==> config.mk <==
export PLATFORM = sky130hd
export DESIGN_NAME = cond_logic
export DESIGN_NICKNAME = d
export VERILOG_FILES = /design/src/rtl/cond_logic.sv
export SDC_FILE = /design/constraint.sdc
export NUM_CORES = 1
export LEC_CHECK = 0
export BUFFER_PORTS_ARGS = -buffer_cell sky130_fd_sc_hd__clkbuf_2
export CAP_MARGIN = 20
export CORE_AREA = 2 2 39 41
export DETAILED_ROUTE_END_ITERATION = 8
export DIE_AREA = 0 0 41 43
export PLACE_DENSITY = 0.66
export SLEW_MARGIN = 20
export SYNTH_ARGS = -nofsm -noshare
export SYNTH_HDL_FRONTEND = slang
export SYNTH_SLANG_ARGS = --single-unit
==> constraint.sdc <==
create_clock -name clk -period 3.8 [get_ports clk]
set_input_delay 0.76 -clock clk [delete_from_list [all_inputs] [get_ports clk]]
set_output_delay 0.76 -clock clk [all_outputs]
set_load 0.02 [all_outputs]
==> src/rtl/cond_logic.sv <==
// ---------------------------------------------------------------------------
// cond_logic
//   Condition unit for the multicycle ARM core. It holds the NZCV status
//   register, evaluates each instruction's condition field once per
//   instruction (in the decode cycle), and gates decode's raw write requests
//   into the datapath enables.
//
//   Optional feature: define COND_STATS_EN to add the ExecCount/SquashCount
//   statistics counters and ports. Without it, the counters and ports are
//   absent and everything else behaves the same.
//
// Parameters
//   CNT_W      width of the statistics counters (COND_STATS_EN only)
//   FLAGS_RST  NZCV value loaded on reset
//
// Ports
//   clk          core clock, rising edge
//   reset        asynchronous active-low reset
//   Cond         instruction condition field (Instr[31:28])
//   ALUFlags     live {N,Z,C,V} from the ALU
//   FlagW        [1] write N,Z  [0] write C,V
//   PCS          PC-changing write requested by decode
//   NextPC       unconditional PC+4 write (fetch)
//   RegW/MemW    register-file / memory write requested by decode
//   IRWrite      instruction register loads this cycle
//   PCWrite      datapath PC enable
//   RegWrite     datapath register-file enable
//   MemWrite     datapath memory write enable
//   Flags        stored {N,Z,C,V}
//   CondEx       registered condition result of the current instruction
//   ExecCount    instructions whose condition passed (COND_STATS_EN)
//   SquashCount  instructions whose condition failed (COND_STATS_EN)
// ---------------------------------------------------------------------------
module cond_logic #(
  parameter int         CNT_W     = 16,
  parameter logic [3:0] FLAGS_RST = 4'b0000
) (
  input  logic             clk,
  input  logic             reset,
  input  logic [3:0]       Cond,
  input  logic [3:0]       ALUFlags,
  input  logic [1:0]       FlagW,
  input  logic             PCS,
  input  logic             NextPC,
  input  logic             RegW,
  input  logic             MemW,
  input  logic             IRWrite,
  output logic             PCWrite,
  output logic             RegWrite,
  output logic             MemWrite,
  output logic [3:0]       Flags,
  output logic             CondEx
`ifdef COND_STATS_EN
  ,
  output logic [CNT_W-1:0] ExecCount,
  output logic [CNT_W-1:0] SquashCount
`endif
);

  typedef enum logic [1:0] {
    S_WAIT   = 2'd0,
    S_DECODE = 2'd1,
    S_EXEC   = 2'd2
  } state_t;

  state_t state;
  logic   cond_pass;
  logic   en;

  logic n_f, z_f, c_f, v_f;
  assign {n_f, z_f, c_f, v_f} = Flags;

  // Condition evaluation always uses the stored flags, never the live ALU flags.
  always_comb begin
    cond_pass = 1'b0;
    case (Cond)
      4'b0000: cond_pass = z_f;
      4'b0001: cond_pass = ~z_f;
      4'b0010: cond_pass = c_f;
      4'b0011: cond_pass = ~c_f;
      4'b0100: cond_pass = n_f;
      4'b0101: cond_pass = ~n_f;
      4'b0110: cond_pass = v_f;
      4'b0111: cond_pass = ~v_f;
      4'b1000: cond_pass = c_f & ~z_f;
      4'b1001: cond_pass = ~c_f | z_f;
      4'b1010: cond_pass = (n_f == v_f);
      4'b1011: cond_pass = (n_f != v_f);
      4'b1100: cond_pass = ~z_f & (n_f == v_f);
      4'b1101: cond_pass = z_f | (n_f != v_f);
      default: cond_pass = 1'b1;  // 1110 AL and 1111 unconditional
    endcase
  end

  // Write requests only reach the datapath in the execute phase of an
  // instruction whose condition passed. The reset term keeps NextPC from
  // leaking through while reset is held.
  assign en       = (state == S_EXEC) & CondEx;
  assign PCWrite  = reset & (NextPC | (PCS & en));
  assign RegWrite = reset & RegW & en;
  assign MemWrite = reset & MemW & en;

  always_ff @(posedge clk or negedge reset) begin
    if (!reset) begin
      state  <= S_WAIT;
      Flags  <= FLAGS_RST;
      CondEx <= 1'b0;
    end else begin
      if (en) begin
        if (FlagW[1]) Flags[3:2] <= ALUFlags[3:2];
        if (FlagW[0]) Flags[1:0] <= ALUFlags[1:0];
      end
      case (state)
        S_WAIT: begin
          if (IRWrite) state <= S_DECODE;
        end
        S_DECODE: begin
          // IRWrite is deliberately ignored here: decode always advances.
          CondEx <= cond_pass;
          state  <= S_EXEC;
        end
        S_EXEC: begin
          if (IRWrite) state <= S_DECODE;
        end
        default: state <= S_WAIT;
      endcase
    end
  end

`ifdef COND_STATS_EN
  // One counter steps per decode cycle; both stick at all-ones.
  always_ff @(posedge clk or negedge reset) begin
    if (!reset) begin
      ExecCount   <= '0;
      SquashCount <= '0;
    end else if (state == S_DECODE) begin
      if (cond_pass) begin
        if (ExecCount != '1) ExecCount <= ExecCount + CNT_W'(1);
      end else begin
        if (SquashCount != '1) SquashCount <= SquashCount + CNT_W'(1);
      end
    end
  end
`endif

endmodule
======== Yosys cells after proc, flatten, opt, wreduce, memory -nomap -nowiden ========
Index checks and enable logic that the tools add are counted.
W data, S select, Z words.
operators by class
  equal/unequal tests ..................... 18
  muxes and demuxes ....................... 3
  bitwise logic cells ..................... 16
  reductions and logical operators ........ 5
operators by type and width
  cell                  number
  $eq A4 B4 Y1 const B  6
  $eq A4 B3 Y1 const B  4
  $pmux W1 S14          1
  $and A1 B1 Y1         9
  $eq A4 B2 Y1 const B  2
  $eq A4 B1 Y1 const B  1
  $logic_not A4 Y1      1
  $not A1 Y1            4
  $pmux W2 S2           1
  $reduce_and A2 Y1     2
  $or A1 B1 Y1          3
  $eq A2 B1 Y1 const B  1
  $eq A2 B2 Y1 const B  1
  $logic_not A2 Y1      1
  $mux W2               1
  $ne A2 B1 Y1 const B  1
  $reduce_or A2 Y1      1
  $eq A1 B1 Y1          1
  $ne A1 B1 Y1          1
word-level totals
  flip-flop bits (word level) ............. 7
  input bits .............................. 17
  output and inout port bits .............. 8
  logic and storage cells ................. 46

======== Logic depth before layout (Yosys ltp) ========
Gate-level depths: netlist of run 1.
  depth after elaboration ................. 5
  gate-level depth with buffers ........... 5

======== Worst setup path before layout of run 1 ========
Ideal clock, no wire load.
  path type ............................... reg2out
  start point ............................. register CondEx
  end point ............................... output port PCWrite
  arrival time ............................ 1.150 ns
  path slack .............................. 1.890 ns
  cell stages (with the launch flop) ...... 5
  cell sequence ........................... dfrtp_1 inv_1 nor2_1 a21oi_1 nor2b_1
on the way
  word-level cells in the longest chain between the ends .. 4
RTL lines
  what                      line  RTL
  start: declaration        52    output logic CondEx
  start signal: assignment  119   CondEx <= cond_pass;
  $and A1 B1 Y1             98    assign en = (state == S_EXEC) & CondEx;
  $and A1 B1 Y1             99    assign PCWrite = reset & (NextPC | (PCS & en));
  $or A1 B1 Y1              99
  $and A1 B1 Y1             99
  end: declaration          48    output logic PCWrite,
Every way passes these cells.

======== Final worst setup path of run 1 ========
  start point ............................. register state[0]
  end point ............................... output port PCWrite
on the way
  word-level cells in the longest chain between the ends .. 5
RTL lines
  what                      line  RTL
  start: declaration        66    state_t state;
  start signal: assignment  105   state <= S_WAIT;
  start signal: assignment  115   if (IRWrite) state <= S_DECODE;
  start signal: assignment  120   state <= S_EXEC;
  $eq A2 B2 Y1              98
  $and A1 B1 Y1             98
  $and A1 B1 Y1             99
  $or A1 B1 Y1              99
  $and A1 B1 Y1             99
Every way passes these cells.

==> metrics, run 1 <==
sw frac 0.414; Hold-fix buffers, CTS 0; switching power around 0.00016 W; Max IR drop VDD 246 uV; I/O pin total 25; Nets 93; total grt overflow 0; Worst-Margin Slew 0.340 ns; CTS Buffer Depth 2; yosys warns 0; register area share after synthesis 0.377; synthesized instance count between 40 and 50; # rows 14; Synth top area share 0.377; Period minus WS final between 2 and 2.5 ns; Seq cells post-synth 7; H-tree depth 1; CP Data Arrival Time about 1.5 ns; area grow syn2layout 35.8%; Comb power frac 0.468; ys async rst share 1.00; critical path class reg2out; Filler cells ~150; crit-path max FO 5; CTS tree built; top post-synthesis cells by area dfrtp_1, mux2_2, nand2b_1, nor2b_1, xnor2_1; Clk Latency, worst-skew pair 0.25 ns; drt via density roughly 4.8; die area roughly 1800 um^2; min setup slack post-route around 1.6 ns; # Post-CTS Setup Buffers 0; fin util 0.456; status completed; power per cell area 624 nW/um^2; ANT cells 0; Detailed Route Iter0 Violations 5; RSZ-0062 raised after global routing false; Setup TNS 0 ns; Max Cap Viol 0; syn_area_per_cell 9.88 um^2; commonest cells after routing, fill and taps aside clkbuf_2, dfrtp_1, mux2_2; FF+latch area approximately 180 um^2; commonest non-fill, non-tap cell in the layout clkbuf_2; syn_nets 64; first-pass GRT wire length 1740 um; Max Fclk ~450 MHz; post-place setup slack between 1.5 and 2 ns; clock sink total 7; post-route DRC violation count 0; part of the power in registers 0.365; initial antenna violation count 0; chip width 41 um; Synth area leader dfrtp_1; Routed Antenna Nets 0; Worst setup EP type output port; total number of vias between 400 and 500; DR pass1 iterations 2; Cell Area, Synth around 460 um^2; post-cts sizing count 0; type of the most critical hold path in2async; clock root buffer clkbuf_4; Rel. slew slack 0.772; Post-synth EDFFs 0; DR WL/cell ~11 um; startpoint types flop; Final setup violation count 0; largest net degree at the start of global routing 11; clk_skew just over 0.004 ns; Worst-path clk slew roughly 0.050 ns; CTS Buf Count 3; CP Data Required Time 3.04 ns; PortBufs 24; post-synth cell types 26; Max Slew Vio Count 0; Final Wtd Congestion roughly 0.68; vias in the first global route slightly above 400; Core Area 1380 um^2; Die Y between 40 and 50 um; area of the multi-input gates 285 um^2; Tot GR Track Use 0.144; Clock power frac 0.167; Final Cycle Share 0.589; Internal around 0.00023 W; HPWL after DPL around 840 um; Synth Flop Type dfrtp_1; Initial Util 0.335; final number of hold-violating endpoints 0; Total Wirelength between 900 and 1000 um; layout cells sized above 1 0.467; LEAKAGE 0.307 nW
-- cell usage after synthesis, drive strengths merged, types with 2 or more instances --
cell	number
a21oi	2
xnor2	2
and3	2
o2111ai	2
nand2	3
o21ai	3
mux2	4
nor2	3
nor2b	3
dfrtp	7
nand2b	3
-- power groups by stage --
stage | Combinational (W) | Sequential [W] | Clock (W)
2_1_floorplan | 0.000100 | 0.000170 | 0
3_3_place_gp | 0.000186 | 0.000146 | 0
3_5_place_dp | 0.000186 | 0.000145 | 0
4_1_cts | 0.000187 | 0.000144 | 0.0000691
5_1_grt | 0.000205 | 0.000152 | 0.0000749
6_report | 0.000184 | 0.000144 | 0.0000658
-- flip-flops by register name (all words and copies together) (netlist names) --
| register | count |
|---|---|
| Flags | 4 |
| CondEx | 1 |
| state | 2 |
-- path summary, 6_finish.rpt --
path                            end  slack (ns)     start  cells past startpoint
min in group clk           state[0]        0.46  state[0]                      1
setup / recovery            PCWrite        1.56  state[0]                      5
setup reg to reg             CondEx        2.30  Flags[3]                      5
hold / removal             Flags[1]        0.35     reset                      1
max in group asynchronous    CondEx        3.27     reset                      1
hold reg to reg            state[0]        0.46  state[0]                      1
-- layer usage --
metal  share of wire  track usage
met5               0            0
met1            0.44        0.201
met2            0.46        0.200
met4           0.018       0.0600
met3           0.080       0.0471
-- area by class of cell --
type / instances / share of cell area
multi-input combinational: 39 / 0.452
sequential: 7 / 0.278
timing repair buffer: 24 / 0.190
clock buffer: 4 / 0.0417
tap: 16 / 0.0317
inverter: 1 / 0.00595
-- cell families after synthesis --
kind of cell / synth area share
buffers and inverters: 0.00808
flip-flops: 0.377
XOR/XNOR: 0.0566
AO/OA/AOI/OAI: 0.175
multiplexers: 0.119
AND/OR/NAND/NOR: 0.264
-- critical path, cell delays in order, from the launching register on --
cell,delay [ns]
dfrtp_1,0.39
nand2b_1,0.16
nor2_1,0.28
a21oi_1,0.12
nor2b_1,0.11
clkbuf_2,0.17
-- metrics by stage --
step / power [W] / instance area, um^2 / hold WS [ns] / cells
after detailed placement: 0.000331 / 604 / 0.458 / 87
after global routing: 0.000432 / 631 / 0.337 / 91
final: 0.000394 / 631 / 0.349 / 91
after global placement: 0.000332 / 604 / 0.448 / 87
after floorplan: 0.000270 / 464 / 0.431 / 47
after CTS: 0.000400 / 631 / 0.345 / 91
(Power assumes the default switching activity.)
==> run 2: changes to the inputs <==
Settings changed: PLACE_DENSITY 0.66 to 0.68.
Clock period 3.8 ns to 1.9 ns, I/O delays scaled along.
==> metrics, run 2 (synthesized netlist as in run 1, its figures left out) <==
switching power 0.000339 W (+110%); Top delay family on crit path buffers and inverters; # Post-CTS Setup Buffers 0 (unchanged); commonest cells after routing, fill and taps aside clkbuf_2, dfrtp_1, mux2_2, clkbuf_4; Initial Util 0.335 (unchanged); initial antenna violation count 0 (unchanged); Nets 94 (+1.1%); FF-to-FF path depth 5 (unchanged); min-delay src IRWrite; HPWL after DPL 869 um (+3.1%); Setup TNS 0 ns (unchanged); Routed Antenna Nets 0 (unchanged); Worst-Margin Slew 0.263 ns (-0.0769 ns); vias in the first global route 404 (-0.74%); part of the power in registers 0.358 (-0.007); FF+latch area 175 um^2 (unchanged); Hold Path Depth 2; status completed; PortBufs 24 (unchanged); total number of vias 472 (+7.8%); largest net degree at the start of global routing 11 (unchanged); sw frac 0.421 (+0.00746); total grt overflow 0 (unchanged); die area 1760 um^2 (unchanged); CTS Buffer Depth 2 (unchanged); H-tree depth 1 (unchanged); hold endpoint state[1]; clock sink total 7 (unchanged); Largest stage delay, worst path 0.52 ns (+0.13 ns); min setup slack post-route 0.0841 ns (-1.48 ns); first-pass GRT wire length 1660 um (-4.4%); drt via density 5.13 (+6.6%); RSZ-0062 raised after global routing false; type of the most critical hold path in2reg; LEAKAGE 0.312 nW (+1.6%); Top Registers Flags (4), state (2), CondEx (1); commonest non-fill, non-tap cell in the layout clkbuf_2; Clk Latency, worst-skew pair 0.25 ns (about the same); Worst path slowest cell dlygate4sd3_1; Final Wtd Congestion 0.714 (+5.2%); CP Buf/Inv Count 3 (+2); clk_skew 0.000603 ns (-0.00348 ns); Comb power frac 0.478 (+0.010); final number of hold-violating endpoints 0 (unchanged); fin util 0.470 (+0.0145); CP cell instances dlygate4sd3_1 -> clkbuf_4 -> and3_1 -> clkbuf_2; Final Cycle Share 0.956; Core Area 1380 um^2 (unchanged); Max Slew Vio Count 0 (unchanged); DR pass1 iterations 4 (+2); post-place setup slack 0.277 ns (-1.44 ns); I/O pin total 25 (unchanged); CP Data Arrival Time 1.44 ns (-0.04 ns); Detailed Route Iter0 Violations 4 (-1); Total Wirelength 1040 um (+4.9%); CTS Buf Count 3 (unchanged); power per cell area 1240 nW/um^2 (+98%); post-route DRC violation count 0 (unchanged); area grow syn2layout 40.2%; Max Fclk 551 MHz; Max IR drop VDD 653 uV (+160%); CTS tree built; CP Data Required Time 1.52 ns (-1.52 ns); r2r endpoint CondEx; worst reg2reg path startpoint Flags[3]; chip width 41 um (unchanged); Internal 0.000466 W (+100%); Max Cap Viol 0 (unchanged); area of the multi-input gates 293 um^2 (+2.6%); Filler cells 141 (-5.4%); Period minus WS final roughly 1.8 ns; layout cells sized above 1 0.474 (+0.00702); Worst setup EP type output port; Clock power frac 0.164 (-0.003); Final setup violation count 0 (unchanged); hold slack 0.353 ns (+0.00383 ns); Worst path depth 4 (-1); # rows 14 (unchanged); Largest register FFs 4 (unchanged); clock root buffer clkbuf_4; Rel. slew slack 0.825 (+0.0521); Worst-path clk slew 0.05 ns (about the same); startpoint types input pin; Die Y 43 um (unchanged); Final Total Pwr 0.000805 W (+100%); reg2reg setup slack 0.39 ns (-1.91 ns); Tot GR Track Use 0.138 (-0.00652); crit-path max FO 10 (+5); ANT cells 0 (unchanged); DR WL/cell 11.3 um (+3.8%); Top reg by flops Flags; critical path class in2out
run 2: cell types whose count changed in the layout (fill, tap and decap cells not counted):
cell	before	now
nor2_4	0	1
clkbuf_4	3	4
nor2_1	3	2
clkbuf_2	24	23
dlygate4sd3_1	0	1
run 2: repair_timing:
| action | in CTS | in global routing |
|---|---|---|
| setup endpoints to repair | 0 | 3 |
| hold buffers | 1 | 0 |
| resized for setup | 0 | 4 |
| hold endpoints to repair | 7 | 0 |
run 2: how the worst max path moves through the flow:
stage                to  startpoint  slack [ns]
3_3_place_gp     CondEx     Cond[1]        0.28
2_1_floorplan   PCWrite      CondEx        0.37
6_report       MemWrite       reset        0.08
5_1_grt         PCWrite       reset       0.003
3_5_place_dp     CondEx     Cond[1]        0.28
4_1_cts        MemWrite       reset        0.01
run 2: layout make-up:
| class | instances | area share |
|---|---|---|
| multi-input cells | 39 | 0.450 |
| flip-flops and latches | 7 | 0.269 |
| repair buffers | 25 | 0.204 |
| clock buffers | 4 | 0.0404 |
| well taps | 16 | 0.0308 |
| inverters | 1 | 0.00577 |
run 2: per-layer routing:
metal	GRT usage	vias up	wire [um]
met2	0.172	18	465
li1	-	231	-
met4	0.0800	0	0
met1	0.209	223	475
met3	0.0314	0	100
met5	0	-	0
run 2: power by group through the flow:
stage	registers (W)	logic [W]	clock network, W
after detailed placement	0.000291	0.000376	0
after floorplan	0.000340	0.000201	0
after CTS	0.000289	0.000379	0.000141
after global placement	0.000290	0.000374	0
final	0.000288	0.000384	0.000132
after global routing	0.000301	0.000425	0.000151
run 2: metrics by stage:
step,cells,instance area [um^2]
4_1_cts,92,641
3_5_place_dp,87,604
5_1_grt,92,651
2_1_floorplan,47,464
3_3_place_gp,87,604
6_report,92,651
==> run 3: changes to the inputs <==
Settings changed: PLACE_DENSITY 0.68 to 0.66.
Clock period 1.9 ns to 2.1 ns, I/O delays scaled along.
==> metrics, run 3 (synthesized netlist as in run 1, its figures left out) <==
area grow syn2layout 38.3%; crit-path max FO 10 (unchanged); status completed; final number of hold-violating endpoints 0 (unchanged); Top reg by flops Flags; Final setup violation count 0 (unchanged); initial antenna violation count 0 (unchanged); DR pass1 iterations 3 (-1); Filler cells 142 (+0.71%); r2r endpoint CondEx; total grt overflow 0 (unchanged); HPWL after DPL 837 um (-3.7%); RSZ-0062 raised after global routing false; Clk Latency, worst-skew pair 0.26 ns (about the same); commonest cells after routing, fill and taps aside clkbuf_2, dfrtp_1, mux2_2; Largest stage delay, worst path 0.52 ns (about the same); # rows 14 (unchanged); Worst path slowest cell dlygate4sd3_1; type of the most critical hold path in2reg; Max Slew Vio Count 0 (unchanged); critical path class in2out; worst reg2reg path startpoint Flags[3]; Worst-Margin Slew 0.260 ns (-0.00311 ns); first-pass GRT wire length 1590 um (-4.5%); Max Cap Viol 0 (unchanged); Nets 94 (unchanged); hold endpoint state[1]; Top delay family on crit path buffers and inverters; commonest non-fill, non-tap cell in the layout clkbuf_2; Initial Util 0.335 (unchanged); CP Data Required Time 1.68 ns (+0.16 ns); startpoint types input pin; post-route DRC violation count 0 (unchanged); min-delay src IRWrite; Hold Path Depth 2 (unchanged); Setup TNS 0 ns (unchanged); clk_skew 0.00794 ns (+0.00734 ns); largest net degree at the start of global routing 11 (unchanged); DR WL/cell 11.0 um (-2.9%); vias in the first global route 407 (+0.74%); CTS tree built; LEAKAGE 0.314 nW (+0.62%); Top Registers Flags (4), state (2), CondEx (1); # Post-CTS Setup Buffers 0 (unchanged); Tot GR Track Use 0.139 (+0.000873); CP Data Arrival Time 1.53 ns (+0.09 ns); drt via density 5.01 (-2.3%); FF-to-FF path depth 5 (unchanged); CTS Buffer Depth 2 (unchanged); CP Buf/Inv Count 3 (unchanged); Final Wtd Congestion 0.684 (-4.1%); Worst setup EP type output port; Detailed Route Iter0 Violations 4 (unchanged); total number of vias 461 (-2.3%); PortBufs 24 (unchanged); CTS Buf Count 3 (unchanged); layout cells sized above 1 0.474 (unchanged); power per cell area 1110 nW/um^2 (-10%); I/O pin total 25 (unchanged); Largest register FFs 4 (unchanged); Max Fclk between 500 and 600 MHz; Period minus WS final approximately 2.0 ns; most frequent CP cell clkbuf_2; Routed Antenna Nets 0 (unchanged); Rel. slew slack 0.826 (+0.00143); CP cell instances dlygate4sd3_1 -> clkbuf_2 -> and3_1 -> clkbuf_2; Final Cycle Share 0.929; Worst-path clk slew 0.05 ns (about the same); chip width 41 um (unchanged); Core Area 1380 um^2 (unchanged); reg2reg setup slack 0.61 ns (+0.22 ns); clock root buffer clkbuf_4; Max IR drop VDD 614 uV (-6.0%); Total Wirelength 1010 um (-2.9%); H-tree depth 1 (unchanged); ANT cells 0 (unchanged); die area 1760 um^2 (unchanged); clock sink total 7 (unchanged); Die Y 43 um (unchanged); Final Total Pwr 0.000714 W (-11%)
[run 3: repair_timing]
action                                 4_1_cts  5_1_grt
hold buffers                                 1        0
endpoints found under the hold margin        5        0
resized for setup                            0        0
[run 3: layout make-up]
type	count	area, um^2	share of cell area
timing repair buffer	25	130	0.203
sequential	7	175	0.273
clock inverter	1	5.00	0.00780
clock buffer	3	22.5	0.0351
multi-input combinational	39	285	0.444
tap	16	20.0	0.0312
inverter	1	3.75	0.00585
[run 3: through the flow]
| stage | hold WS (ns) | cells | setup slack (ns) | cell area (um^2) | util |
|---|---|---|---|---|---|
| final | 0.387 | 92 | 0.150 | 642 | 0.464 |
| after detailed placement | 0.280 | 87 | 0.456 | 604 | 0.437 |
| after global placement | 0.277 | 87 | 0.457 | 604 | 0.437 |
| after floorplan | 0.124 | 47 | 0.530 | 464 | - |
| after global routing | 0.381 | 92 | 0.0765 | 642 | 0.464 |
| after CTS | 0.383 | 92 | 0.149 | 642 | 0.464 |
[run 3: where the power goes]
part,total (W),switching (W),internal (W)
Clock,0.000122,0.0000520,0.0000697
Sequential,0.000255,0.0000682,0.000187
Combinational,0.000337,0.000178,0.000159
[run 3: worst max path at each step]
stage                         from        to  slack, ns  cells past startpoint
final                        reset  RegWrite       0.15                      4
after floorplan             CondEx   PCWrite       0.53                      4
after global placement     Cond[1]    CondEx       0.46                      6
after CTS                    reset  RegWrite       0.15                      4
after detailed placement   Cond[2]    CondEx       0.46                      6
after global routing      state[0]   PCWrite       0.08                      5
[run 3: worst reg2reg max path: cells and delay by family (launching register included)]
kind / cells / cell delay [ns]
AOI/OAI and AO/OA: 4 / 0.75
DFF: 1 / 0.45
and+or+nand+nor: 1 / 0.20
[run 3: layer usage]
metal | up-vias | global-route usage | wire, um
li1 | 235 | - | -
met1 | 206 | 0.162 | 472
met2 | 18 | 0.191 | 437
met3 | 2 | 0.0628 | 87
met4 | 0 | 0.100 | 14
met5 | - | 0 | 0
